<file path="src/rtl/irq_pkg.sv">
// irq_pkg
//   Shared constants, enums and helpers for the interrupt acknowledge
//   controller that sits between the peripherals, the 27-channel priority
//   encoder (three groups of nine) and the CPU.
//   Contents:
//     NCH, CHW   channels per group and channel-code width
//     grp_t      group code presented to the CPU (00 = none)
//     state_t    controller FSM states
//     pend_hit   checks that an encoder code names a pending bit
package irq_pkg;

    localparam int NCH = 9;
    localparam int CHW = 4;

    typedef enum logic [1:0] {
        GRP_NONE = 2'b00,
        GRP_A    = 2'b01,
        GRP_B    = 2'b10,
        GRP_C    = 2'b11
    } grp_t;

    typedef enum logic [1:0] {
        IDLE,
        WAIT,
        PRESENT,
        CLEAR
    } state_t;

    // The encoder's code is only trusted when it points inside the group and
    // at a bit that really is pending here; a shift past bit 8 yields zero.
    function automatic logic pend_hit(input logic [NCH-1:0] pend,
                                      input logic [CHW-1:0] idx);
        logic [NCH-1:0] mask;
        mask = NCH'(1) << idx;
        return (idx <= CHW'(NCH-1)) && (|(pend & mask));
    endfunction

endpackage

</file>
<file path="src/rtl/irq_edge_latch.sv">
// irq_edge_latch
//   Rising-edge detector plus sticky pending register for one group of
//   request lines. One instance per encoder group.
//   Ports:
//     clk      in   clock, rising edge
//     rst      in   synchronous active-high reset
//     req      in   NCH request lines from the peripherals
//     clr      in   clear strobe for the granted bit
//     clr_idx  in   index of the bit to clear
//     pend     out  NCH sticky pending bits, feeds the encoder
module irq_edge_latch
    import irq_pkg::*;
(
    input  logic           clk,
    input  logic           rst,
    input  logic [NCH-1:0] req,
    input  logic           clr,
    input  logic [CHW-1:0] clr_idx,
    output logic [NCH-1:0] pend
);

    logic [NCH-1:0] req_prev;
    logic [NCH-1:0] set_mask;
    logic [NCH-1:0] clr_mask;

    assign set_mask = req & ~req_prev;
    assign clr_mask = clr ? (NCH'(1) << clr_idx) : '0;

    // Set is OR-ed in after the clear so a fresh edge arriving in the same
    // cycle as the acknowledge is never lost.
    always_ff @(posedge clk) begin
        if (rst) begin
            req_prev <= '0;
            pend     <= '0;
        end else begin
            req_prev <= req;
            pend     <= (pend & ~clr_mask) | set_mask;
        end
    end

endmodule

</file>
<file path="src/rtl/irq_ack_ctrl.sv">
// irq_ack_ctrl
//   CPU-side responder for the 27-channel priority interrupt encoder.
//   Latches requests into pending registers that drive the encoder, waits
//   for the encoder to settle, samples its status and presents one vector
//   at a time to the CPU with a valid/ack handshake.
//   Ports:
//     clk, rst               clock and synchronous active-high reset
//     req_a/b/c              request lines per group
//     pa, pb, pc, chan       encoder status and channel code
//     pend_a/b/c             pending bits to the encoder
//     irq_valid/grp/chan     vector presented to the CPU
//     cpu_ack                CPU accepts the vector
//     ack_done               pulse: granted pending bit cleared
//     irq_err                pulse: illegal encoder code or ack timeout
module irq_ack_ctrl
    import irq_pkg::*;
#(
    parameter int SETTLE  = 2,
    parameter int TIMEOUT = 255
) (
    input  logic           clk,
    input  logic           rst,
    input  logic [NCH-1:0] req_a,
    input  logic [NCH-1:0] req_b,
    input  logic [NCH-1:0] req_c,
    input  logic           pa,
    input  logic           pb,
    input  logic           pc,
    input  logic [CHW-1:0] chan,
    output logic [NCH-1:0] pend_a,
    output logic [NCH-1:0] pend_b,
    output logic [NCH-1:0] pend_c,
    output logic           irq_valid,
    output logic [1:0]     irq_grp,
    output logic [CHW-1:0] irq_chan,
    input  logic           cpu_ack,
    output logic           ack_done,
    output logic           irq_err
);

    localparam int CNT_W = 4;
    localparam int TMR_W = 16;

    state_t             state, state_n;
    logic [CNT_W-1:0]   cnt, cnt_n;
    logic [TMR_W-1:0]   timer, timer_n;
    grp_t               grp_q, grp_n;
    logic [CHW-1:0]     chan_q, chan_n;
    grp_t               sel;
    logic [NCH-1:0]     sel_pend;
    logic               clr_a, clr_b, clr_c;

    // Only the granted bit of the granted group is cleared, during CLEAR.
    assign clr_a = (state == CLEAR) && (grp_q == GRP_A);
    assign clr_b = (state == CLEAR) && (grp_q == GRP_B);
    assign clr_c = (state == CLEAR) && (grp_q == GRP_C);

    irq_edge_latch u_lat_a (
        .clk(clk), .rst(rst), .req(req_a), .clr(clr_a), .clr_idx(chan_q), .pend(pend_a)
    );
    irq_edge_latch u_lat_b (
        .clk(clk), .rst(rst), .req(req_b), .clr(clr_b), .clr_idx(chan_q), .pend(pend_b)
    );
    irq_edge_latch u_lat_c (
        .clk(clk), .rst(rst), .req(req_c), .clr(clr_c), .clr_idx(chan_q), .pend(pend_c)
    );

    assign irq_valid = (state == PRESENT);
    assign irq_grp   = (state == PRESENT) ? grp_q : GRP_NONE;
    assign irq_chan  = (state == PRESENT) ? chan_q : '0;
    assign ack_done  = (state == CLEAR);

    always_ff @(posedge clk) begin
        if (rst) begin
            state  <= IDLE;
            cnt    <= '0;
            timer  <= '0;
            grp_q  <= GRP_NONE;
            chan_q <= '0;
        end else begin
            state  <= state_n;
            cnt    <= cnt_n;
            timer  <= timer_n;
            grp_q  <= grp_n;
            chan_q <= chan_n;
        end
    end

    // irq_err is decided combinationally so the pulse lands in the cycle
    // where the fault is detected (last WAIT cycle or last PRESENT cycle).
    always_comb begin
        state_n  = state;
        cnt_n    = cnt;
        timer_n  = timer;
        grp_n    = grp_q;
        chan_n   = chan_q;
        irq_err  = 1'b0;
        sel      = GRP_NONE;
        sel_pend = '0;
        case (state)
            IDLE: begin
                if (|{pend_a, pend_b, pend_c}) begin
                    state_n = WAIT;
                    cnt_n   = CNT_W'(SETTLE - 1);
                end
            end
            WAIT: begin
                if (cnt != '0) begin
                    cnt_n = cnt - CNT_W'(1);
                end else begin
                    if (pa) begin
                        sel      = GRP_A;
                        sel_pend = pend_a;
                    end else if (pb) begin
                        sel      = GRP_B;
                        sel_pend = pend_b;
                    end else if (pc) begin
                        sel      = GRP_C;
                        sel_pend = pend_c;
                    end
                    if (sel == GRP_NONE) begin
                        state_n = IDLE;
                    end else if (pend_hit(sel_pend, chan)) begin
                        state_n = PRESENT;
                        grp_n   = sel;
                        chan_n  = chan;
                        timer_n = '0;
                    end else begin
                        irq_err = 1'b1;
                        state_n = IDLE;
                    end
                end
            end
            PRESENT: begin
                if (cpu_ack) begin
                    state_n = CLEAR;
                end else if (timer >= TMR_W'(TIMEOUT - 1)) begin
                    irq_err = 1'b1;
                    state_n = IDLE;
                end else if (timer != '1) begin
                    timer_n = timer + TMR_W'(1);
                end
            end
            CLEAR: begin
                state_n = IDLE;
            end
            default: begin
                state_n = IDLE;
            end
        endcase
    end

endmodule

</file>
<file path="config.mk">
export PLATFORM = sky130hd
export DESIGN_NAME = irq_ack_ctrl
export DESIGN_NICKNAME = d
export VERILOG_FILES = /design/src/rtl/irq_pkg.sv /design/src/rtl/irq_edge_latch.sv /design/src/rtl/irq_ack_ctrl.sv
export SDC_FILE = /design/constraint.sdc
export NUM_CORES = 1
export LEC_CHECK = 0
export CAP_MARGIN = 0
export CORE_ASPECT_RATIO = 1.4
export CORE_MARGIN = 2
export CORE_UTILIZATION = 41
export DETAILED_ROUTE_END_ITERATION = 7
export PLACE_DENSITY = 0.7
export SETUP_SLACK_MARGIN = 0.2
export SKIP_CTS_REPAIR_TIMING = 1
export SLEW_MARGIN = 0
export SYNTH_ARGS = -nofsm -noshare
export SYNTH_HDL_FRONTEND = slang
export SYNTH_SLANG_ARGS = --single-unit
</file>
<file path="constraint.sdc">
create_clock -name clk -period 5.83 [get_ports clk]
set_input_delay 0.8745 -clock clk [delete_from_list [all_inputs] [get_ports clk]]
set_output_delay 0.8745 -clock clk [all_outputs]
set_load 0.005 [all_outputs]
</file>
==> reports/qor.txt, run 1 <==
Final GP Congestion = 0.8921
Final Hold Vio Count = 0
clk sinks = 82
synthesis-stage register bit count = 82
Post-Syn Area = 0.003767 sq mm
I/O pins = 73
max-slew violations = 0
final wirelength = 10,040 um
htree depth = 3
Synth Instances = 430
dpl hpwl = 7399 um
largest area contributor in the netlist = dfxtp_1
syn nets = 475
routed via count = 3,457
Via density = 5.686
CP max stage cell = clkdlybuf4s50_1
CP arrival = 3.53 ns
slowest stage delay, CP = 0.79 ns
post-layout util = 53.84%
sequential share of the synthesized area = 43.57%
grt ovf = 0
Crit. End Element = output port
top post-synthesis cells by area = dfxtp_1 (44%), nor2b_1 (5.6%), o21ai_0 (5.4%)
fmax = 226.8 MHz
nets@finish = 542
GRT Total Usage = 21.22%
met1 WL = 3925 um
Initial Util = 41.97%
Internal Pwr Total = 1.096 mW
CP startpoint kind = input pin
DR WL met2 = 4911 um
post-synth top area share = 43.57%
CP top delay family = buffers and inverters
Top FF cell, synth = dfxtp_1
post-layout min period = 4.409 ns
Setup TNS = 0 ns
Detailed Routing Iterations Pass 1 = 5
Reg clk slew, reported paths = 0.06 ns
Leakage = 1.743 nW
Async SR Flop Fraction = 0%
drt initial violations = 145
Most common cell on crit path = clkdlybuf4s50_1
CP Class = in -> out
per-cell routed wire length = 16.51 um
sw frac = 30.51%
first-pass GRT wire length = 16,930 um
period utilisation layout = 75.63%
Worst Tran Pin Value = 0.8323 ns
layout cells sized above 1 = 5.988%
Die Y = 117.4 um
status = finished, final reports clean
max cap viols = 0
Final setup violation count = 0
die area = 0.009982 sq mm
core area = 0.008977 sq mm
CTS tree = yes
worst skew pair latency = 0.34 ns
Clock power frac = 35.5%
Max Root-Sink Buffers = 2
total CTS buffers = 9
hold slack final = 0.4402 ns
Max IR drop VDD = 0.1837 mV
YS warnings = 0
EDFF count, synth = 0
initial antenna violation count = 0
critical path peak fanout = 14
HP Class = reg -> reg
unique cell type count in the Yosys netlist = 56
Power Dens Cells = 326.5 mW/mm^2
DRC = 0
CP required = 4.96 ns
top routing layer in use = met4
ANT cells = 0
Buf/Inv on CP = 3
sequential share of power = 40.9%
Gate power share = 23.6%
syn_area_per_cell = 8.761 sq um
row count = 41
Slew Limit Headroom = 44.51%
commonest non-fill, non-tap cell in the layout = dfxtp_1
Die Span X = 85.02 um
P_sw = 0.4815 mW
critical path cell sequence = clkdlybuf4s50_1 -> inv_1 -> o21a_1 -> o31ai_2 -> nand4_2 -> nor2_1 -> o311ai_0 -> a21oi_1 -> clkdlybuf4s50_1
P&R area growth vs syn = 28.30%
most frequent cells in the layout = dfxtp_1 (82), clkdlybuf4s50_1 (71), o21ai_0 (41)
Routed Antenna Nets = 0
Buffers on Ports = 72
CTS root buf = clkbuf_16
metal3 WL = 702 um
clk_skew = 0.004569 ns
vias in the first global route = 3,522
RSZ-0062 raised after global routing = no
largest net degree at the start of global routing = 84
final timing paths:
kind | startpoint | end | slack, ns | depth (start not counted)
max | pa | irq_err | 1.42 | 9
min | timer[13]$_SDFFE_PP0P_ | timer[13]$_SDFFE_PP0P_ | 0.44 | 2
max reg2reg | state[0]$_SDFFE_PP0P_ | timer[4]$_SDFFE_PP0P_ | 3.08 | 7
min reg2reg | timer[13]$_SDFFE_PP0P_ | timer[13]$_SDFFE_PP0P_ | 0.44 | 2
power by group through the flow:
| stage | sequential (mW) | combinational, mW | clock [mW] |
|---|---|---|---|
| after global routing | 0.651 | 0.419 | 0.595 |
| after floorplan | 0.644 | 0.248 | 0 |
| final | 0.645 | 0.372 | 0.561 |
| after CTS | 0.644 | 0.373 | 0.573 |
| after detailed placement | 0.656 | 0.367 | 0 |
| after global placement | 0.654 | 0.360 | 0 |
metal layers:
layer	vias up	global-route usage (%)
met5	-	0
met4	0	13.49
met3	29	5.771
met2	129	34.28
met1	1631	24.31
li1	1668	-
cell usage after synthesis (all sizes together), types with 2 or more instances:
| library cell | count |
|---|---|
| a2111oi | 2 |
| a211oi | 5 |
| a21oi | 41 |
| a221oi | 4 |
| a22oi | 2 |
| a32o | 2 |
| and2 | 6 |
| buf | 8 |
| clkbuf | 9 |
| dfxtp | 82 |
| ha | 8 |
| inv | 17 |
| mux2i | 9 |
| nand2 | 31 |
| nand2b | 30 |
| nand3 | 7 |
| nand3b | 5 |
| nand4 | 5 |
| nor2 | 17 |
| nor2b | 34 |
| nor3 | 11 |
| nor3b | 6 |
| nor4 | 12 |
| nor4b | 3 |
| o211ai | 7 |
| o21a | 2 |
| o21ai | 44 |
| o22ai | 2 |
| o2bb2ai | 3 |
| o31ai | 2 |
| or3 | 3 |
through the flow:
stage | setup WS, ns | instances | area (sq um) | total power [mW]
floorplan | 2.883 | 430 | 3767 | 0.8924
global placement | 1.439 | 593 | 4541 | 1.014
detailed placement | 1.424 | 593 | 4541 | 1.023
CTS | 1.409 | 608 | 4833 | 1.590
global route | 1.163 | 608 | 4833 | 1.665
finish | 1.421 | 608 | 4833 | 1.578
sequential cells by signal, indices dropped and copies added (netlist names):
register          cells
state                 2
grp_q                 2
chan_q                4
u_lat_c.pend          9
u_lat_b.req_prev      9
cnt                   4
u_lat_a.req_prev      9
u_lat_c.req_prev      9
timer                16
u_lat_a.pend          9
u_lat_b.pend          9
area by class of cell:
type / count / area, sq um
sequential: 82 / 1642
fill: 840 / 4144
clock buffer: 10 / 229.0
timing repair buffer: 73 / 723.2
inverter: 18 / 67.56
tap: 107 / 133.9
multi-input combinational: 313 / 1974
clock inverter: 5 / 63.81
cells by family (layout without fill, tap and decap cells):
family / Yosys count / count (layout) / synth area share, %
AO/OA/AOI/OAI: 123 / 123 / 21.36
adder cells (fa/ha/maj): 8 / 8 / 2.657
buffers and inverters: 35 / 106 / 4.018
flip-flops: 82 / 82 / 43.57
multiplexers: 9 / 9 / 2.391
AND/OR/NAND/NOR: 173 / 173 / 26.00
worst min-delay path, stage by stage (launching register included):
cell and delay (ns):
dfxtp_1 0.32, inv_1 0.05, a211oi_1 0.03
(Power assumes the default switching activity.)
==> run 2, diff against run 1 <==
--- a/config.mk
+++ b/config.mk
@@ -10,7 +10,7 @@
 export CORE_MARGIN = 2
 export CORE_UTILIZATION = 41
 export DETAILED_ROUTE_END_ITERATION = 7
-export PLACE_DENSITY = 0.7
+export PLACE_DENSITY = 0.72
 export SETUP_SLACK_MARGIN = 0.2
 export SKIP_CTS_REPAIR_TIMING = 1
 export SLEW_MARGIN = 0
==> constraint.sdc (replaced) <==
create_clock -name clk -period 3.71 [get_ports clk]
set_input_delay 0.5565 -clock clk [delete_from_list [all_inputs] [get_ports clk]]
set_output_delay 0.5565 -clock clk [all_outputs]
set_load 0.005 [all_outputs]
==> reports/qor.txt, run 2 (synthesis gave the netlist of run 1 again) <==
final wirelength = 10,530 um
routed via count = 3,453
GRT Total Usage = 21.87%
status = finished, final reports clean
clk_skew = 0.006081 ns
CTS root buf = clkbuf_16
Routed Antenna Nets = 0
drt initial violations = 171
grt ovf = 0
core area = 0.008977 sq mm
period utilisation layout = 87.65%
placed cells = 600
CP required = 3.15 ns
Design Power = 2.689 mW
commonest non-fill, non-tap cell in the layout = dfxtp_1
Leakage = 1.868 nW
die area = 0.009982 sq mm
HP Class = reg -> reg
CP Class = in -> out
post-layout util = 55.36%
Via density = 5.624
metal3 WL = 540 um
post-layout min period = 3.252 ns
first-pass GRT wire length = 17,350 um
Critical R2R Launch = state[0]$_SDFFE_PP0P_
layout cells sized above 1 = 7.298%
Die Y = 117.4 um
ANT cells = 0
htree depth = 3
total CTS buffers = 9
Buffers on Ports = 72
fmax = 307.5 MHz
CP arrival = 2.70 ns
max-slew violations = 0
Initial Util = 41.97%
Worst Tran Pin Value = 0.6328 ns
Slew Limit Headroom = 57.81%
dpl cell area = 0.004593 sq mm
Worst Hold End = timer[13]$_SDFFE_PP0P_
clk sinks = 82
Reg clk slew, reported paths = 0.05 ns
reg2reg path depth = 7
CTS tree = yes
vias in the first global route = 3,496
initial antenna violation count = 0
Power Dens Cells = 541.1 mW/mm^2
reg2reg end = timer[4]$_SDFFE_PP0P_
Detailed Routing Iterations Pass 1 = 4
Final setup violation count = 0
most frequent cells in the layout = dfxtp_1 (82), clkdlybuf4s50_1 (65), o21ai_0 (41)
met1 WL = 4464 um
DRC = 0
worst skew pair latency = 0.33 ns
Finished Cell Area = 0.004970 sq mm
max cap viols = 0
per-cell routed wire length = 17.15 um
Die Span X = 85.02 um
row count = 41
top routing layer in use = met4
Crit. End Element = output port
Final GP Congestion = 0.9346
Max IR drop VDD = 0.3398 mV
final cell count without fillers = 614
Final Hold Vio Count = 0
largest net degree at the start of global routing = 50
RSZ-0062 raised after global routing = no
R2R Setup Slk = 0.96 ns
nets@finish = 549
hold_sp = timer[13]$_SDFFE_PP0P_
I/O pins = 73
P&R area growth vs syn = 31.92%
Most flops, register = timer
DR WL met2 = 5058 um
max FFs per register = 16
CP startpoint kind = input pin
Max Root-Sink Buffers = 2
dpl hpwl = 7758 um
critical path peak fanout = 9
Setup TNS = 0 ns
Fillers = 845
WHS Path Cells = 2
[run 2: cell types whose count changed in the layout (fill, tap and decap cells not counted), sizes merged]
| cell | previous run | this run |
|---|---|---|
| clkbuf | 10 | 9 |
| inv | 19 | 17 |
| clkinvlp | 1 | 0 |
| bufinv | 1 | 4 |
| buf | 2 | 9 |
| dlymetal6s2s | 0 | 6 |
| clkdlybuf4s50 | 71 | 65 |
[run 2: critical path: stages]
cell	delay, ns
clkdlybuf4s50_1	0.60
nand2_1	0.16
o21ai_0	0.09
a32oi_1	0.26
o211ai_2	0.11
nor2_1	0.10
o311ai_1	0.14
a21oi_1	0.17
clkdlybuf4s50_1	0.51
[run 2: worst max-delay path by stage]
stage	start	endpoint	slack, ns
floorplan	chan[3]	timer[3]$_SDFFE_PP0P_	1.38
global placement	chan[3]	irq_err	0.27
detailed placement	pb	irq_err	0.24
CTS	pb	irq_err	0.23
finish	pc	irq_err	0.46
global route	pc	irq_err	0.24
[run 2: routing by layer]
metal | global-route usage [%] | vias up
met3 | 5.419 | 35
met1 | 25.68 | 1610
met5 | 0 | -
li1 | - | 1687
met2 | 35.89 | 121
met4 | 12.10 | 0
[run 2: area by class of cell]
cell class | count | area [sq um] | share of cell area [%]
timing repair buffer | 80 | 798.3 | 16.06
inverter | 18 | 67.56 | 1.360
tap | 107 | 133.9 | 2.694
multi-input combinational | 313 | 1974 | 39.73
clock inverter | 5 | 128.9 | 2.593
clock buffer | 9 | 225.2 | 4.532
sequential | 82 | 1642 | 33.03
[run 2: metrics by stage]
| stage | hold slack [ns] | setup slack [ns] |
|---|---|---|
| 2_1_floorplan | 0.4096 | 1.376 |
| 3_3_place_gp | 0.4211 | 0.2667 |
| 3_5_place_dp | 0.4270 | 0.2411 |
| 4_1_cts | 0.4356 | 0.2255 |
| 5_1_grt | 0.4682 | 0.2376 |
| 6_report | 0.4324 | 0.4582 |
[run 2: power by group]
part / switching, mW / internal [mW]
logic: 0.338 / 0.272
registers: 0.0691 / 0.948
clock network: 0.343 / 0.719
==> run 3, diff against run 2 <==
--- a/config.mk
+++ b/config.mk
@@ -9,7 +9,9 @@
 export CORE_ASPECT_RATIO = 1.4
 export CORE_MARGIN = 2
 export CORE_UTILIZATION = 41
+export CTS_CLUSTER_DIAMETER = 200
 export DETAILED_ROUTE_END_ITERATION = 7
+export GPL_ROUTABILITY_DRIVEN = 0
 export PLACE_DENSITY = 0.72
 export SETUP_SLACK_MARGIN = 0.2
 export SKIP_CTS_REPAIR_TIMING = 1
==> reports/qor.txt, run 3 (synthesis gave the netlist of run 1 again) <==
I/O pins = 73
commonest non-fill, non-tap cell in the layout = dfxtp_1
Power Dens Cells = 537.7 mW/mm^2
final worst slack = 0.4314 ns
CTS tree = yes
Crit. End Element = output port
Detailed Routing Iterations Pass 1 = 4
Clock power frac = 39.2%
pre-CTS setup slack = 0.1567 ns
Via density = 5.643
CP arrival = 2.72 ns
dpl cell area = 0.004578 sq mm
Die Y = 117.4 um
reg2reg path depth = 7
Most flops, register = timer
Final setup violation count = 0
fmax = 305.0 MHz
most frequent cells in the layout = dfxtp_1 (82), clkdlybuf4s50_1 (65), o21ai_0 (41)
initial antenna violation count = 0
Design Power = 2.658 mW
sw frac = 29.37%
HP Class = reg -> reg
CP Class = in -> out
CP required = 3.15 ns
Worst Tran Pin Value = 0.6407 ns
status = finished, final reports clean
Gate power share = 22.6%
Fillers = 825
Final Hold Vio Count = 0
final cell count without fillers = 614
clk_skew = 0.006345 ns
GRT Total Usage = 21.21%
critical path peak fanout = 9
Finished Cell Area = 0.004943 sq mm
final wirelength = 10,270 um
WHS Path Cells = 2
P_sw = 0.7806 mW
max cap viols = 0
core area = 0.008977 sq mm
reg2reg end = timer[4]$_SDFFE_PP0P_
CP startpoint = pc
hold slack final = 0.4405 ns
Buffers on Ports = 72
Internal Pwr Total = 1.877 mW
largest net degree at the start of global routing = 52
DRC = 0
htree depth = 3
dpl hpwl = 7503 um
P&R area growth vs syn = 31.22%
Reg clk slew, reported paths = 0.06 ns
CTS root buf = clkbuf_16
Setup TNS = 0 ns
worst skew pair latency = 0.33 ns
placed cells = 598
CP startpoint kind = input pin
sequential share of power = 38.2%
die area = 0.009982 sq mm
Leakage = 1.856 nW
Routed Antenna Nets = 0
RSZ-0062 raised after global routing = no
R2R Setup Slk = 0.89 ns
period utilisation layout = 88.37%
Initial Util = 41.97%
layout cells sized above 1 = 7.298%
Critical R2R Launch = state[0]$_SDFFE_PP0P_
drt initial violations = 182
worst setup path end = irq_err
Die Span X = 85.02 um
Max IR drop VDD = 0.4516 mV
grt ovf = 0
routed via count = 3,465
ANT cells = 0
per-cell routed wire length = 16.73 um
first-pass GRT wire length = 16,950 um
vias in the first global route = 3,566
max FFs per register = 16
row count = 41
post-layout util = 55.07%
post-layout min period = 3.279 ns
total CTS buffers = 9
clk sinks = 82
Max Root-Sink Buffers = 2
Slew Limit Headroom = 57.29%
max-slew violations = 0
nets@finish = 547
-- run 3: area by class of cell --
cell class | instances | area (sq um) | share of cell area [%]
multi-input combinational | 313 | 1976 | 39.96
sequential | 82 | 1642 | 33.21
timing repair buffer | 78 | 775.7 | 15.69
clock buffer | 9 | 225.2 | 4.556
tap | 107 | 133.9 | 2.708
clock inverter | 7 | 123.9 | 2.506
inverter | 18 | 67.56 | 1.367
-- run 3: per-layer routing --
| metal | wire [um] | vias to the layer above | part of all wire (%) | GRT usage [%] |
|---|---|---|---|---|
| met5 | 0 | - | 0 | 0 |
| met4 | 408 | 0 | 4.0 | 10.71 |
| met3 | 652 | 26 | 6.3 | 5.982 |
| met2 | 5045 | 126 | 49 | 34.86 |
| met1 | 4164 | 1630 | 41 | 24.85 |
| li1 | - | 1683 | - | - |
-- run 3: how the worst min path moves through the flow --
stage	startpoint	endpoint	slack, ns
4_1_cts	timer[13]$_SDFFE_PP0P_	timer[13]$_SDFFE_PP0P_	0.45
2_1_floorplan	timer[13]$_SDFFE_PP0P_	timer[13]$_SDFFE_PP0P_	0.41
5_1_grt	timer[13]$_SDFFE_PP0P_	timer[13]$_SDFFE_PP0P_	0.47
3_5_place_dp	timer[13]$_SDFFE_PP0P_	timer[13]$_SDFFE_PP0P_	0.44
6_report	timer[13]$_SDFFE_PP0P_	timer[13]$_SDFFE_PP0P_	0.44
3_3_place_gp	timer[13]$_SDFFE_PP0P_	timer[13]$_SDFFE_PP0P_	0.42
-- run 3: power groups by stage --
| stage | logic [mW] | clock network (mW) | registers, mW |
|---|---|---|---|
| 3_5_place_dp | 0.595 | 0 | 1.03 |
| 4_1_cts | 0.600 | 1.06 | 1.01 |
| 2_1_floorplan | 0.390 | 0 | 1.01 |
| 6_report | 0.602 | 1.04 | 1.02 |
| 3_3_place_gp | 0.580 | 0 | 1.03 |
| 5_1_grt | 0.666 | 1.10 | 1.02 |
-- run 3: worst max-delay path: stages --
cell,delay (ns)
clkdlybuf4s50_1,0.56
nand2_1,0.14
o21ai_0,0.08
a22oi_1,0.24
o211ai_2,0.14
nor2_1,0.10
o311ai_0,0.18
a21oi_1,0.20
clkdlybuf4s50_1,0.52
